File: src/rtl/mux_arb_pkg.sv
// Shared constants, state encoding and helpers for the round-robin mux arbiter.
package mux_arb_pkg;

  localparam int unsigned N_REQ = 4;
  localparam int unsigned SEL_W = 2;
  localparam int unsigned CNT_W = 8;

  typedef enum logic {
    IDLE  = 1'b0,
    GRANT = 1'b1
  } arb_state_t;

  // One-hot grant vector for a requester index.
  function automatic logic [N_REQ-1:0] idx_to_onehot(input logic [SEL_W-1:0] idx);
    logic [N_REQ-1:0] vec;
    vec      = '0;
    vec[idx] = 1'b1;
    return vec;
  endfunction

endpackage

File: src/rtl/rr_pick.sv
// Rotate-and-find-first: first requester at or after ptr, wrapping mod 4.
module rr_pick
  import mux_arb_pkg::*;
(
  input  logic [N_REQ-1:0] req,
  input  logic [SEL_W-1:0] ptr,
  output logic [SEL_W-1:0] winner,
  output logic             any
);

  logic [SEL_W-1:0] idx;

  // Scan from the farthest offset down so the nearest hit to ptr wins.
  always_comb begin
    winner = '0;
    idx    = '0;
    for (int k = N_REQ - 1; k >= 0; k--) begin
      idx = ptr + SEL_W'(k);
      if (req[idx]) begin
        winner = idx;
      end
    end
  end

  assign any = |req;

endmodule

File: src/rtl/mux_rr_arbiter.sv
// Round-robin arbiter owning the select of a shared 4:1 data mux.
module mux_rr_arbiter
  import mux_arb_pkg::*;
#(
  parameter int unsigned DATA_W   = 8,
  parameter int unsigned MAX_HOLD = 16
) (
  input  logic                    clk,
  input  logic                    rst,
  input  logic [N_REQ-1:0]        req,
  input  logic [N_REQ-1:0]        done,
  input  logic [N_REQ*DATA_W-1:0] din,
  output logic [N_REQ-1:0]        gnt,
  output logic [SEL_W-1:0]        sel,
  output logic [DATA_W-1:0]       dout,
  output logic                    dout_valid,
  output logic                    timeout
);

  localparam logic [CNT_W-1:0] HOLD_LAST = CNT_W'(MAX_HOLD - 1);

  arb_state_t       state;
  logic [SEL_W-1:0] ptr;
  logic [CNT_W-1:0] hold_cnt;
  logic [SEL_W-1:0] pick_winner;
  logic             pick_any;
  logic             owner_done;
  logic             owner_drop;
  logic             hold_expired;

  rr_pick u_rr_pick (
    .req    (req),
    .ptr    (ptr),
    .winner (pick_winner),
    .any    (pick_any)
  );

  assign owner_done   = done[sel];
  assign owner_drop   = ~req[sel];
  assign hold_expired = (hold_cnt == HOLD_LAST);

  // Arbitration FSM with registered grant, select, pointer, hold counter and timeout.
  always_ff @(posedge clk) begin
    if (rst) begin
      state    <= IDLE;
      gnt      <= '0;
      sel      <= '0;
      ptr      <= '0;
      hold_cnt <= '0;
      timeout  <= 1'b0;
    end else begin
      timeout <= 1'b0;
      case (state)
        IDLE: begin
          if (pick_any) begin
            gnt      <= idx_to_onehot(pick_winner);
            sel      <= pick_winner;
            hold_cnt <= '0;
            state    <= GRANT;
          end
        end
        GRANT: begin
          if (owner_done || owner_drop || hold_expired) begin
            // Release; sel is kept, dout gating comes from gnt going to zero.
            gnt     <= '0;
            ptr     <= sel + SEL_W'(1);
            state   <= IDLE;
            timeout <= ~owner_done & ~owner_drop;
          end else begin
            hold_cnt <= hold_cnt + CNT_W'(1);
          end
        end
        default: begin
          state <= IDLE;
          gnt   <= '0;
        end
      endcase
    end
  end

  assign dout_valid = |gnt;

  // Shared data mux steered by sel, forced to zero while nobody owns it.
  always_comb begin
    dout = '0;
    for (int i = 0; i < N_REQ; i++) begin
      if (dout_valid && (sel == SEL_W'(i))) begin
        dout = din[i*DATA_W +: DATA_W];
      end
    end
  end

endmodule

File: config.mk
export PLATFORM = sky130hd
export DESIGN_NAME = mux_rr_arbiter
export DESIGN_NICKNAME = d
export VERILOG_FILES = /design/src/rtl/mux_arb_pkg.sv /design/src/rtl/rr_pick.sv /design/src/rtl/mux_rr_arbiter.sv
export SDC_FILE = /design/constraint.sdc
export NUM_CORES = 1
export LEC_CHECK = 0
export CAP_MARGIN = 20
export CORE_UTILIZATION = 46
export DETAILED_ROUTE_END_ITERATION = 10
export GPL_ROUTABILITY_DRIVEN = 0
export GPL_TIMING_DRIVEN = 0
export MAX_ROUTING_LAYER = met4
export PLACE_DENSITY = 0.89
export SLEW_MARGIN = 15
export SYNTH_ARGS = -nofsm -noshare
export SYNTH_HDL_FRONTEND = slang
export SYNTH_HIERARCHICAL = 1
export SYNTH_SLANG_ARGS = --single-unit
File: constraint.sdc
create_clock -name clk -period 3.6 [get_ports clk]
set_clock_uncertainty 0.15 [all_clocks]
set_input_delay 0.9 -clock clk [delete_from_list [all_inputs] [get_ports clk]]
set_output_delay 0.9 -clock clk [all_outputs]
set_load 0.05 [all_outputs]
# Word-level counts from Yosys, hierarchy flattened

Cells that the tools add are included.
W data, S select, Z words.

Flip-flop bits (word level): 18
Bits in latches: 0
Memory bits (writable): 0
ROM bits: 0
Output and inout bits: 16
Logic and storage cells: 76
Memories: 0

Add/sub/neg operators: 5
Multiply operators: 0
Div/mod/pow operators: 0
Magnitude comparators: 7
Equal/unequal tests: 7
Shift operators: 0
Mux-type cells: 31
Bitwise gates (word level): 5
Reduce and logical (&&, ||, !) cells: 15

Operators by type and width:

| cell                  | count |
|---|---|
| $mux W8               | 6 |
| $lt A2 B3 Y1 const B  | 6 |
| $pmux W8 S2           | 1 |
| $bmux W1 S2           | 6 |
| $mux W1               | 9 |
| $add A8 B1 Y8 const B | 1 |
| $eq A8 B4 Y1 const B  | 1 |
| $mux W2               | 4 |
| $mux W4               | 2 |
| $pmux W4 S2           | 1 |
| $reduce_and A2 Y1     | 4 |
| $reduce_or A4 Y1      | 2 |
| $logic_and A1 B1 Y1   | 5 |
| $add A2 B1 Y2 const B | 2 |
| $add A2 B2 Y2 const B | 2 |
| $eq A2 B2 Y1 const B  | 2 |
| $ne A2 B2 Y1 const B  | 2 |
| $not A1 Y1            | 4 |
| $reduce_or A3 Y1      | 1 |
| $demux W1 S2          | 1 |
| $eq A2 B1 Y1 const B  | 1 |
| $ge A2 B1 Y1 const B  | 1 |
| $logic_not A2 Y1      | 1 |
| $logic_or A1 B1 Y1    | 2 |
| other kinds (3)       | 3 |

# Longest topological paths before layout

Word-level depth: 13
Depth in mapped cells: 7

# Cells and area by module

The synthesis kept the hierarchy.

By module, submodules not included:

| module         | times used | cells each | area an instance (µm²) | sequential area each (µm²) |
|---|---|---|---|---|
| mux_rr_arbiter | 1          | 163        | 1,296.2                | 360.3 |
| rr_pick        | 1          | 13         | 77.6                   | 0.0 |

# Worst setup path before layout

No wires, ideal clock.

Kind: reg2out
From: reg sel[1]
To: out dout[6]
Data arrival time: 2.540 ns
Setup slack: 0.010 ns
Cell stages (with the launch flop): 8
Cell sequence: dfxtp_1 -> inv_2 -> ha_1 -> clkbuf_1 -> and3b_1 -> a211oi_1 -> a211o_1 -> a21oi_1

Word-level cells in the longest chain between the ends: 6
Elaborated cells on any way between the ends: 12
Classes of those cells: 3 x eq/ne; 4 x mux; 5 x reduce/logical

Ends and longest elaborated chain:

| item                   | line                 | source |
|---|---|---|
| from (decl)            | mux_rr_arbiter.sv:14 | `output logic [SEL_W-1:0] sel,` |
| from (signal assigned) | mux_rr_arbiter.sv:57 | `sel <= pick_winner;` |
| $logic_not A2 Y1       | mux_rr_arbiter.sv:87 | `if (dout_valid && (sel == SEL_W'(i))) begin` |
| $logic_and A1 B1 Y1    | mux_rr_arbiter.sv:87 |  |
| $mux W8 (3 in a row)   | mux_rr_arbiter.sv:87 |  |
| $mux W8 (*)            | mux_rr_arbiter.sv:87 |  |
| to (decl)              | mux_rr_arbiter.sv:15 | `output logic [DATA_W-1:0] dout,` |

Mark *: on every way between the ends. The rest lies on a longest branch, timed or not.

# Worst setup path after layout

From: in din[2]
To: out dout[2]

Word-level cells in the longest chain between the ends: 4

Ends and longest elaborated chain:

| item                 | line                 | source |
|---|---|---|
| from (decl)          | mux_rr_arbiter.sv:12 | `input logic [N_REQ*DATA_W-1:0] din,` |
| $mux W8 (4 in a row) | mux_rr_arbiter.sv:87 |  |

Every way passes these cells.

==> impl_results.md <==
- Status: complete, no violations
- Maximum number of pins on one net before global-route repair: 11
- Number of maximum-capacitance violations: 0
- 1st-iter DRT viols: 85
- Die Wd: approximately 57 um
- Maximum clock path buffer count: 2
- Commonest cells in the netlist: sky130_fd_sc_hd__a21oi_1 (18), sky130_fd_sc_hd__dfxtp_1 (18), sky130_fd_sc_hd__nand2_1 (17), sky130_fd_sc_hd__inv_1 (12), sky130_fd_sc_hd__nand2b_1 (11)
- Required arrival time at the worst endpoint: 2.55 ns
- Clk sink count: 18
- Distinct cell type count of the synthesized netlist: 40
- Final cycle utilization of the critical path: 0.967
- Setup total negative slack: 0 ns
- Data arrival time of the critical path: about 2.4 ns
- Top flip-flop cell by instance count after synthesis: sky130_fd_sc_hd__dfxtp_1
- Number of buffers and inverters on the critical path: 2
- Share of Yosys cell area claimed by the top area cell type: 0.262
- Syn. warnings: 6
- Via count: ~1500
- Cell breakdown of the critical path: clkdlybuf4s50_1 -> and3b_1 -> a211oi_1 -> a211o_1 -> a21oi_1 -> clkdlybuf4s15_1
- Total Routed Length: slightly below 4000 um
- Maximum vdd ir drop: between 0.2 and 0.3 mV
- Leakage power: between 0.8 and 0.9 nW
- Placement Rows: 19
- Layout overhead on the synthesized area: 46.0%
- Type of origin of the critical path: input pin
- Unrepaired setup endpoints after global routing: no
- Effective utilization at floorplan: 0.494
- Synth async-reset ratio: 0
- Category of the most critical setup path: in2out
- Total routing resource utilization after global routing: 0.255
- Crit-path leading delay family: buffers and inverters
- Proportion of synthesized chip area in sequential cells: 0.262
- Actual slew at the worst max-slew pin: between 0.7 and 0.8 ns
- Cell type of the slowest stage on the worst timing path: sky130_fd_sc_hd__clkdlybuf4s15_1
- Cell type with the largest total area after synthesis: sky130_fd_sc_hd__dfxtp_1
- Initial antenna violation count: 0
- Detailed-route DRC error count: 0
- Final Setup Violations: 0
- DP HPWL: roughly 3000 um
- Total iterations of the first detailed-routing run: 4
- Antenna Violating Nets Remaining: 0
- Die Area: 3210 um^2
- Input/output buffers: between 50 and 60
- Post-layout min period: ~3.5 ns
- Largest stage delay on the critical path: between 0.5 and 0.6 ns
- Cts-stage hold buffer count: 0
- Total nets after synthesis: 223
- Count of state elements after synthesis: 18
- Source-to-sink clock delay at the later pin of the worst-skew pair: approximately 0.29 ns
- Inserted Diodes: 0
- Final hold viol count: 0
- Number of top-level pins: 58
- Most area-consuming cells after synthesis: sky130_fd_sc_hd__dfxtp_1 (26%), sky130_fd_sc_hd__a21oi_1 (6.6%), sky130_fd_sc_hd__a211o_1 (5.1%), sky130_fd_sc_hd__nand2b_1 (5.0%), sky130_fd_sc_hd__a211oi_1 (4.9%)
- Total standard cell area after synthesis: between 1000 and 1500 um^2
- Avg Inst Size Synth: around 7.8 um^2
- Vias in the first global route: roughly 1400
- Hold Worst Slack: between 0.3 and 0.4 ns
- Type of destination of the critical path: output port
- Class of the most critical hold timing path: reg2reg
- TritonCTS clock tree: done
- Number of buffers added for setup after CTS: 0
- Number of inserted filler cells in the final layout: around 210
- H-tree depth: 1
- Final number of max-transition violations: 0
- Gr ovfl total: 0
- Height of the chip: about 57 um
- Worst-path clk slew: roughly 0.1 ns
- Cts bufs inserted: 3
- Crit Path Max Fanout: 1
- Worst slew slack as a fraction of its limit: 0.474
- Average routed wire per standard cell: ~14 um
- Syn Inst Count: between 150 and 200
- Routed via count divided by cell count: ~5.8
- Share of post-route cells with drive strength above 1: 0.0886
- Wire length of the first global-routing pass: 6330 um
- Power density cells: slightly above 300 nW/um^2
- Post-layout power: 624 uW
- Core Footprint: around 2800 um^2
- Final net count: ~290
- Clock tree root driver cell: sky130_fd_sc_hd__clkbuf_4
- Max Clk Rate: ~0.29 GHz
- Resized Gates After CTS: 12
- EDFF count, synth: 0
-- placed cells by master, fill, tap and decap left out, types with 2 or more instances in the layout --
cell type                         instances
sky130_fd_sc_hd__nand2b_1                11
sky130_fd_sc_hd__nand2_1                 17
sky130_fd_sc_hd__clkbuf_4                 3
sky130_fd_sc_hd__ha_1                     5
sky130_fd_sc_hd__and3b_1                  7
sky130_fd_sc_hd__nor2_1                   6
sky130_fd_sc_hd__nor2b_1                  6
sky130_fd_sc_hd__nor3_1                   6
sky130_fd_sc_hd__dfxtp_1                 18
sky130_fd_sc_hd__mux2i_1                  3
sky130_fd_sc_hd__nand3_1                  4
sky130_fd_sc_hd__or4_1                    4
sky130_fd_sc_hd__clkbuf_2                 7
sky130_fd_sc_hd__and3_1                   3
sky130_fd_sc_hd__o211ai_1                 3
sky130_fd_sc_hd__o31ai_1                  2
sky130_fd_sc_hd__a21oi_1                 18
sky130_fd_sc_hd__a211oi_1                 9
sky130_fd_sc_hd__clkbuf_1                 6
sky130_fd_sc_hd__clkdlybuf4s15_2          2
sky130_fd_sc_hd__a211o_1                  8
sky130_fd_sc_hd__clkdlybuf4s50_1         49
sky130_fd_sc_hd__o311ai_0                 2
sky130_fd_sc_hd__mux4_2                   2
sky130_fd_sc_hd__nor3b_1                  3
sky130_fd_sc_hd__inv_1                   12
-- routing by layer --
| layer | part of all wire | global-route usage | vias to the layer above |
|---|---|---|---|
| li1 | - | - | 771 |
| met1 | 0.49 | 0.350 | 715 |
| met2 | 0.44 | 0.390 | 51 |
| met3 | 0.053 | 0.0300 | 4 |
| met4 | 0.011 | 0.0801 | 0 |
| met5 | 0 | - | - |
-- where the power goes --
| group | switching (mW) | total [mW] | internal [mW] |
|---|---|---|---|
| logic | 0.165 | 0.284 | 0.120 |
| clock network | 0.0623 | 0.124 | 0.0616 |
| registers | 0.00847 | 0.216 | 0.208 |
-- flip-flops by register name, indices dropped and copies added (netlist names) --
signal / cells
hold_cnt: 8
gnt: 4
sel: 2
state: 1
timeout: 1
ptr: 2
-- worst reg2reg max path, delay by kind of cell, from the launching register on --
kind                   cells  cell delay [ns]
flip-flops                 1             0.37
AND/OR/NAND/NOR            1             0.42
buffers and inverters      2             0.37
multiplexers               2             0.80
-- through the flow --
stage          worst slack (ns)  instance area [um^2]  cells  utilization
4_1_cts                  0.0172                  2020    268        0.726
5_1_grt                 0.00970                  2010    268        0.721
2_1_floorplan           0.00988                  1370    176            -
6_report                  0.117                  2010    268        0.721
3_3_place_gp             -0.196                  1980    264        0.713
3_5_place_dp             -0.209                  1990    264        0.715
-- logic make-up after synthesis --
kind of cell / after synthesis / synth area share
buf+inv: 23 / 0.0637
fa+ha+maj: 5 / 0.0455
mux: 6 / 0.0628
compound gates: 51 / 0.262
simple gates: 73 / 0.303
flops: 18 / 0.262
-- worst paths after layout --
path | to | from | cells after the start | slack (ns)
worst max-delay path | dout[2] | din[2] | 6 | 0.12
worst min-delay path | hold_cnt[6]$_SDFFE_PP0P_ | hold_cnt[6]$_SDFFE_PP0P_ | 2 | 0.36
worst max register to register | hold_cnt[6]$_SDFFE_PP0P_ | sel[1]$_SDFFE_PP0P_ | 5 | 1.43
worst min register to register | hold_cnt[6]$_SDFFE_PP0P_ | hold_cnt[6]$_SDFFE_PP0P_ | 2 | 0.36
-- cell type report --
| class | instances | area [um^2] | share of cell area |
|---|---|---|---|
| Timing Repair Buffer | 57 | 548 | 0.273 |
| Clock buffer | 4 | 36.3 | 0.0181 |
| Sequential cell | 18 | 360 | 0.180 |
| Inverter | 13 | 48.8 | 0.0243 |
| Buffer | 10 | 41.3 | 0.0206 |
| Tap cell | 31 | 38.8 | 0.0193 |
| Multi-Input combinational cell | 135 | 932 | 0.465 |
Power figures use the tool's default switching activity.
